`src/rtl/vga_vblank_write_arbiter_if.sv`:
```
// Write-request bus between the game requesters and the blanking-window arbiter,
// plus the VGA timing counters and frame/late status outputs.
interface vga_vblank_write_arbiter_if #(
   parameter int N_REQ  = 3,
   parameter int ADDR_W = 6,
   parameter int DATA_W = 16
);
   logic [9:0]             hcounter;
   logic [9:0]             vcounter;
   logic [N_REQ-1:0]        req;
   logic [N_REQ*ADDR_W-1:0] req_addr;
   logic [N_REQ*DATA_W-1:0] req_data;
   logic [N_REQ-1:0]        grant;
   logic                    mem_we;
   logic [ADDR_W-1:0]       mem_addr;
   logic [DATA_W-1:0]       mem_wdata;
   logic                    frame_tick;
   logic                    late;

   modport master (
      output hcounter, vcounter, req, req_addr, req_data,
      input  grant, mem_we, mem_addr, mem_wdata, frame_tick, late
   );

   modport slave (
      input  hcounter, vcounter, req, req_addr, req_data,
      output grant, mem_we, mem_addr, mem_wdata, frame_tick, late
   );
endinterface

```
`src/rtl/vga_vblank_write_arbiter.sv`:
```
// Round-robin sprite-RAM write arbiter that only grants inside the VGA blanking window.
// Optional macro VGA_ARB_HBLANK_EN also opens the window during hblank of active lines.
//
// state    | meaning
// ARB      | idle / choosing the next winner while the window is open
// WRITE    | one-cycle RAM write and grant to the captured winner
module vga_vblank_write_arbiter #(
   parameter int N_REQ       = 3,
   parameter int ADDR_W      = 6,
   parameter int DATA_W      = 16,
   parameter int H_ACTIVE    = 640,
   parameter int H_TOTAL     = 800,
   parameter int V_ACTIVE    = 480,
   parameter int V_TOTAL     = 525,
   parameter int GUARD_LINES = 2,
   parameter int H_GUARD     = 4
) (
   input  logic                         clk,
   input  logic                         rst,
   vga_vblank_write_arbiter_if.slave    bus
);
   localparam int IDX_W = $clog2(N_REQ);

   localparam logic [0:0] ST_ARB   = 1'b0;
   localparam logic [0:0] ST_WRITE = 1'b1;

   localparam logic [9:0] V_ACT_C     = 10'(V_ACTIVE);
   localparam logic [9:0] V_WIN_END_C = 10'(V_TOTAL - GUARD_LINES);
   localparam logic [9:0] V_LAST_C    = 10'(V_ACTIVE - 1);
   localparam logic [9:0] H_LAST_C    = 10'(H_TOTAL - 1);
   localparam logic [9:0] H_ACT_C     = 10'(H_ACTIVE);
   localparam logic [9:0] H_WIN_END_C = 10'(H_TOTAL - H_GUARD);

   // Last winner resets to the top index so the first search starts at requester 0.
   localparam logic [IDX_W-1:0] LAST_RST = IDX_W'(N_REQ - 1);

   if (N_REQ < 2 || N_REQ > 8) begin : g_bad_nreq
      $error("N_REQ must be in 2..8");
   end
   if (H_GUARD >= H_TOTAL - H_ACTIVE) begin : g_bad_hguard
      $error("H_GUARD must leave part of hblank open");
   end

   logic [0:0]        state_q, state_d;
   logic [IDX_W-1:0]  winner_q, winner_d;
   logic [IDX_W-1:0]  last_q, last_d;
   logic [ADDR_W-1:0] addr_q, addr_d;
   logic [DATA_W-1:0] data_q, data_d;
   logic              frame_tick_q, frame_tick_d;
   logic              late_q, late_d;

   logic              win;
   logic              found;
   logic [IDX_W-1:0]  pick;
   int                idx;

   always_comb begin
      win = (bus.vcounter >= V_ACT_C) && (bus.vcounter < V_WIN_END_C);
`ifdef VGA_ARB_HBLANK_EN
      if ((bus.vcounter < V_ACT_C) && (bus.hcounter >= H_ACT_C) && (bus.hcounter < H_WIN_END_C)) begin
         win = 1'b1;
      end
`endif
   end

   // Search starts just past the last winner and wraps, giving strict rotation.
   always_comb begin
      found = 1'b0;
      pick  = '0;
      idx   = 0;
      for (int i = 0; i < N_REQ; i++) begin
         idx = (int'(last_q) + 1 + i) % N_REQ;
         if (!found && bus.req[idx]) begin
            found = 1'b1;
            pick  = IDX_W'(idx);
         end
      end
   end

   always_comb begin
      state_d  = state_q;
      winner_d = winner_q;
      last_d   = last_q;
      addr_d   = addr_q;
      data_d   = data_q;
      case (state_q)
         ST_ARB: begin
            if (win && found) begin
               state_d  = ST_WRITE;
               winner_d = pick;
               addr_d   = bus.req_addr[int'(pick)*ADDR_W +: ADDR_W];
               data_d   = bus.req_data[int'(pick)*DATA_W +: DATA_W];
            end
         end
         ST_WRITE: begin
            state_d = ST_ARB;
            last_d  = winner_q;
         end
         default: state_d = ST_ARB;
      endcase
   end

   always_comb begin
      frame_tick_d = (bus.hcounter == H_LAST_C) && (bus.vcounter == V_LAST_C);
      late_d       = frame_tick_d && (|bus.req);
   end

   always_ff @(posedge clk) begin
      if (rst) begin
         state_q      <= ST_ARB;
         winner_q     <= '0;
         last_q       <= LAST_RST;
         addr_q       <= '0;
         data_q       <= '0;
         frame_tick_q <= 1'b0;
         late_q       <= 1'b0;
      end else begin
         state_q      <= state_d;
         winner_q     <= winner_d;
         last_q       <= last_d;
         addr_q       <= addr_d;
         data_q       <= data_d;
         frame_tick_q <= frame_tick_d;
         late_q       <= late_d;
      end
   end

   assign bus.grant      = (state_q == ST_WRITE) ? (N_REQ'(1) << winner_q) : '0;
   assign bus.mem_we     = (state_q == ST_WRITE);
   assign bus.mem_addr   = (state_q == ST_WRITE) ? addr_q : '0;
   assign bus.mem_wdata  = (state_q == ST_WRITE) ? data_q : '0;
   assign bus.frame_tick = frame_tick_q;
   assign bus.late       = late_q;
endmodule

```
`src/flat_wrapper.sv`:
```
// flat-port wrapper written by rule: the top's interface ports become plain ports
module vga_vblank_write_arbiter_flat 
#(
   parameter int N_REQ       = 3,
   parameter int ADDR_W      = 6,
   parameter int DATA_W      = 16,
   parameter int H_ACTIVE    = 640,
   parameter int H_TOTAL     = 800,
   parameter int V_ACTIVE    = 480,
   parameter int V_TOTAL     = 525,
   parameter int GUARD_LINES = 2,
   parameter int H_GUARD     = 4
)
  (clk, rst, bus_hcounter, bus_vcounter, bus_req, bus_req_addr, bus_req_data, bus_grant, bus_mem_we, bus_mem_addr, bus_mem_wdata, bus_frame_tick, bus_late);
  vga_vblank_write_arbiter_if #(.N_REQ(N_REQ), .ADDR_W(ADDR_W), .DATA_W(DATA_W)) bus_i ();
  input  logic clk;
  input  logic rst;
  input wire logic [$bits(bus_i.hcounter)-1:0] bus_hcounter;
  input wire logic [$bits(bus_i.vcounter)-1:0] bus_vcounter;
  input wire logic [$bits(bus_i.req)-1:0] bus_req;
  input wire logic [$bits(bus_i.req_addr)-1:0] bus_req_addr;
  input wire logic [$bits(bus_i.req_data)-1:0] bus_req_data;
  output wire logic [$bits(bus_i.grant)-1:0] bus_grant;
  output wire logic [$bits(bus_i.mem_we)-1:0] bus_mem_we;
  output wire logic [$bits(bus_i.mem_addr)-1:0] bus_mem_addr;
  output wire logic [$bits(bus_i.mem_wdata)-1:0] bus_mem_wdata;
  output wire logic [$bits(bus_i.frame_tick)-1:0] bus_frame_tick;
  output wire logic [$bits(bus_i.late)-1:0] bus_late;
  assign bus_i.hcounter = bus_hcounter;
  assign bus_i.vcounter = bus_vcounter;
  assign bus_i.req = bus_req;
  assign bus_i.req_addr = bus_req_addr;
  assign bus_i.req_data = bus_req_data;
  assign bus_grant = bus_i.grant;
  assign bus_mem_we = bus_i.mem_we;
  assign bus_mem_addr = bus_i.mem_addr;
  assign bus_mem_wdata = bus_i.mem_wdata;
  assign bus_frame_tick = bus_i.frame_tick;
  assign bus_late = bus_i.late;
  vga_vblank_write_arbiter #(.N_REQ(N_REQ), .ADDR_W(ADDR_W), .DATA_W(DATA_W), .H_ACTIVE(H_ACTIVE), .H_TOTAL(H_TOTAL), .V_ACTIVE(V_ACTIVE), .V_TOTAL(V_TOTAL), .GUARD_LINES(GUARD_LINES), .H_GUARD(H_GUARD)) u_core (.clk(clk), .rst(rst), .bus(bus_i));
endmodule
```
`config.mk`:
```
export PLATFORM = sky130hd
export DESIGN_NAME = vga_vblank_write_arbiter_flat
export DESIGN_NICKNAME = d
export VERILOG_FILES = /design/src/rtl/vga_vblank_write_arbiter_if.sv /design/src/rtl/vga_vblank_write_arbiter.sv /design/src/flat_wrapper.sv
export SDC_FILE = /design/constraint.sdc
export NUM_CORES = 1
export LEC_CHECK = 0
export CAP_MARGIN = 0
export CORE_UTILIZATION = 38
export CTS_CLUSTER_SIZE = 24
export DETAILED_ROUTE_END_ITERATION = 10
export PLACE_DENSITY = 0.86
export SYNTH_ARGS = -nofsm -noshare
export SYNTH_HDL_FRONTEND = slang
export SYNTH_SLANG_ARGS = --single-unit
```
`constraint.sdc`:
```
create_clock -name clk -period 2.9 [get_ports clk]
set_input_delay 0.29 -clock clk [delete_from_list [all_inputs] [get_ports clk]]
set_output_delay 0.29 -clock clk [all_outputs]
set_load 0.02 [all_outputs]
```
==> impl_metrics.py <==
metrics = {
    "timing": {
        "maxSlewViolCount": 0,
        "slew_headroom_pct": 53.8,
        "worst_slack_ns": 0.360,
        "finalHoldViolCount": 0,
        "rsz0062_at_grt": "false",
        "finalCriticalPeriod_ns": 2.54,
        "tightest_slew_ns": 0.692,
        "setup_tns_ns": 0,
        "final-setup-viol-count": 0,
        "final.period_utilization_pct": 87.6,
        "fin_skew_ns": 0.00520,
        "max_clock_freq_mhz": 394,
    },
    "logic_synthesis": {
        "yosys_register_bits": 29,
        "ys_top_cells_by_area": "dfxtp_1, o221ai_2, mux2i_1",
        "netlist_area_sq_um": 2040,
        "yosysWarnings": 0,
        "ys.flop_type": "dfxtp_1",
        "synth_top_cell_area_share_pct": 28.4,
        "async_flop_share_pct": 0,
        "synth_nets": 325,
        "postSynthAreaPerCell_sq_um": 8.85,
        "synth_edf_count": 0,
        "yosys.area.top_type": "dfxtp_1",
        "syn_inst": 231,
        "seq_area_frac_synth_pct": 28.4,
        "ys_types": 41,
    },
    "finish": {
        "num_antenna_cells": 0,
        "nNetsFinal": 435,
        "final_cells": 412,
        "n_fill_cell": 453,
        "drive_gt1_share_pct": 11.4,
        "syn_to_final_growth_pct": 65.4,
        "stdcell_area_sq_um": 3380,
    },
    "critical_path": {
        "critical_path.max_stage_delay_ns": 0.58,
        "cp_max_fo": 24,
        "rr_worst_depth": 8,
        "arrival_ns": 2.73,
        "timing.rr.start": "u_core.last_q[0]",
        "cp_data_required_time_ns": 3.09,
        "cp-start-kind": "flip-flop",
        "end_kind": "flip-flop",
        "path_class": "reg -> reg",
        "crit_chain": "inv_1 > ha_1 > mux2i_1 > mux2_4 > nand2_2 > o21a_4 > or3_4 > o221ai_1",
        "crit_start": "u_core.last_q[0]",
        "crit_path_top_delay_cell": "or3_4",
        "r2r_end": "u_core.data_q[4]",
        "r2r_setup_slack_ns": 0.36,
    },
    "power": {
        "ir_drop_v": 0.000199,
        "power.leakage_nw": 1.28,
        "switching_share_pct": 22.6,
        "p_switching_mw": 0.241,
        "combPwrFrac_pct": 21.7,
        "power.total_mw": 1.07,
        "p_seq_share_pct": 37.9,
        "clockPowerShare_pct": 40.4,
        "power.density_nw_per_um2": 317,
        "p_int_mw": 0.828,
    },
    "floorplanning": {
        "die_y_microns": 75.3,
        "initial_utilization_pct": 39.8,
        "fp.dieW_microns": 75.3,
        "rows": 26,
        "die_area_sq_um": 5670,
        "core_sq_um": 5140,
        "top_level_ports": 119,
    },
    "clock_network": {
        "post_cts_resized": 0,
        "cts_tree": "yes",
        "cts_setup_buffers": 0,
        "clock_path_buffers": 2,
        "htreeDepth": 2,
        "cts_buffers": 5,
        "cts_hold_buf": 0,
        "cts.sinks": 29,
        "clock_latency_ns": 0.28,
        "root_buffer": "clkbuf_8",
        "cts.clk_slew.worst_paths_ns": 0.07,
    },
    "grt": {
        "grt-ovfl-total": 0,
        "grt_pass1_wl_mm": 9.53,
        "grt_max_degree": 46,
        "antenna_found_initial": 0,
        "track_usage_pct": 22.1,
        "grt_pass1_vias": 2021,
    },
    "placement": {
        "dp_slack_ns": 0.319,
        "numPortBuffers": 118,
        "placed_cell_area_sq_um": 3260,
        "dp.cells": 404,
        "gp_congestion": 0.882,
        "post-dp-hpwl_mm": 4.64,
    },
    "worst_hold_path": {
        "worstHoldPathCells": 2,
        "hold_path.class": "reg -> reg",
        "hold-path-endpoint": "u_core.data_q[14]",
        "worstHoldStart": "u_core.data_q[14]",
    },
    "detailed_routing": {
        "avgViaCountPerCell": 5.28,
        "drtPass1Iterations": 4,
        "antenna_left": 0,
        "drt-total-wl_mm": 6.11,
        "drtIter0Drc": 99,
        "vias": 2177,
        "drc_errors": 0,
        "detail_route.wl_per_cell_microns": 14.8,
    },
    "job": {
        "drv_cap": 0,
    },
    "outcome": {
        "status": "completed",
    },
}
[cell usage in the layout, fill, tap and decap left out, types with 3 or more instances in the layout]
master	n
inv_1	5
mux2i_1	24
a21oi_1	7
ha_1	3
dfxtp_1	29
nand3_1	46
and2_1	22
clkbuf_8	6
buf_4	5
nor2_1	4
nor2b_1	3
nand2_1	7
nand2b_1	4
clkdlybuf4s50_1	118
o221ai_2	20
[registers in the layout, summed over array words and instances (netlist names)]
register,cells
u_core.addr_q,6
u_core.bus.frame_tick,1
u_core.bus.mem_we,1
u_core.bus.late,1
u_core.winner_q,2
u_core.last_q,2
u_core.data_q,16
[worst max-delay path: cells and delay by family, from the launching register on]
family	cells	cell delay [ns]
and+or+nand+nor	2	0.66
AOI/OAI and AO/OA	2	0.56
muxes	2	0.52
DFF	1	0.32
adders and majority gates	1	0.30
buffers and inverters	1	0.08
[synthesized netlist by cell type, drive strengths merged, types with 2 or more instances]
| master | number |
|---|---|
| a21boi | 2 |
| a21oi | 7 |
| and2 | 22 |
| buf | 8 |
| clkbuf | 12 |
| dfxtp | 29 |
| ha | 3 |
| inv | 7 |
| mux2i | 24 |
| nand2 | 8 |
| nand2b | 4 |
| nand3 | 46 |
| nand4b | 2 |
| nor2 | 4 |
| nor2b | 3 |
| nor3b | 2 |
| nor4 | 2 |
| o2111ai | 2 |
| o211ai | 2 |
| o21a | 2 |
| o21ai | 5 |
| o221ai | 22 |
| or3 | 2 |
[area by class of cell]
type,instances,area (sq um),area share [%]
Tap cell,70,87.6,2.59
Sequential cell,29,581,17.2
Clock inverter,1,30.0,0.889
Inverter,7,26.3,0.777
Timing Repair Buffer,123,1220,36.1
Clock buffer,7,86.3,2.55
Multi-Input combinational cell,175,1350,39.9
[power groups by stage]
stage	sequential [mW]	combinational, mW	clock, mW
5_1_grt	0.406	0.250	0.465
4_1_cts	0.406	0.234	0.437
2_1_floorplan	0.414	0.0881	0
6_report	0.406	0.232	0.432
3_3_place_gp	0.414	0.230	0
3_5_place_dp	0.414	0.233	0
[per-stage QoR]
step | utilization [%] | hold WS [ns]
after floorplan | - | 0.408
after global placement | 63.5 | 0.459
after detailed placement | 63.5 | 0.473
after CTS | 65.7 | 0.493
after global routing | 65.7 | 0.516
final | 65.7 | 0.492
[worst max-delay path by stage]
stage	slack, ns	endpoint	cells past startpoint
after global routing	0.17	u_core.data_q[12]	8
after CTS	0.35	u_core.data_q[4]	8
after detailed placement	0.32	u_core.data_q[8]	7
final	0.36	u_core.data_q[4]	8
after floorplan	0.78	u_core.data_q[5]	9
after global placement	0.36	u_core.data_q[3]	7
[metal layers]
layer / GRT usage [%] / up-vias / wire length [microns]
li1: - / 1087 / -
met1: 27.8 / 1006 / 2550
met2: 37.4 / 70 / 3110
met3: 5.29 / 14 / 301
met4: 7.20 / 0 / 149
met5: 0 / - / 0
[cells by family after synthesis]
| logic type | after synthesis | share of synthesized area (%) |
|---|---|---|
| AOI/OAI and AO/OA | 45 | 23.0 |
| muxes | 25 | 12.5 |
| buffers and inverters | 27 | 6.06 |
| and+or+nand+nor | 102 | 28.2 |
| DFF | 29 | 28.4 |
| adders and majority gates | 3 | 1.84 |
Note: power is estimated with default switching activity, not from simulation.
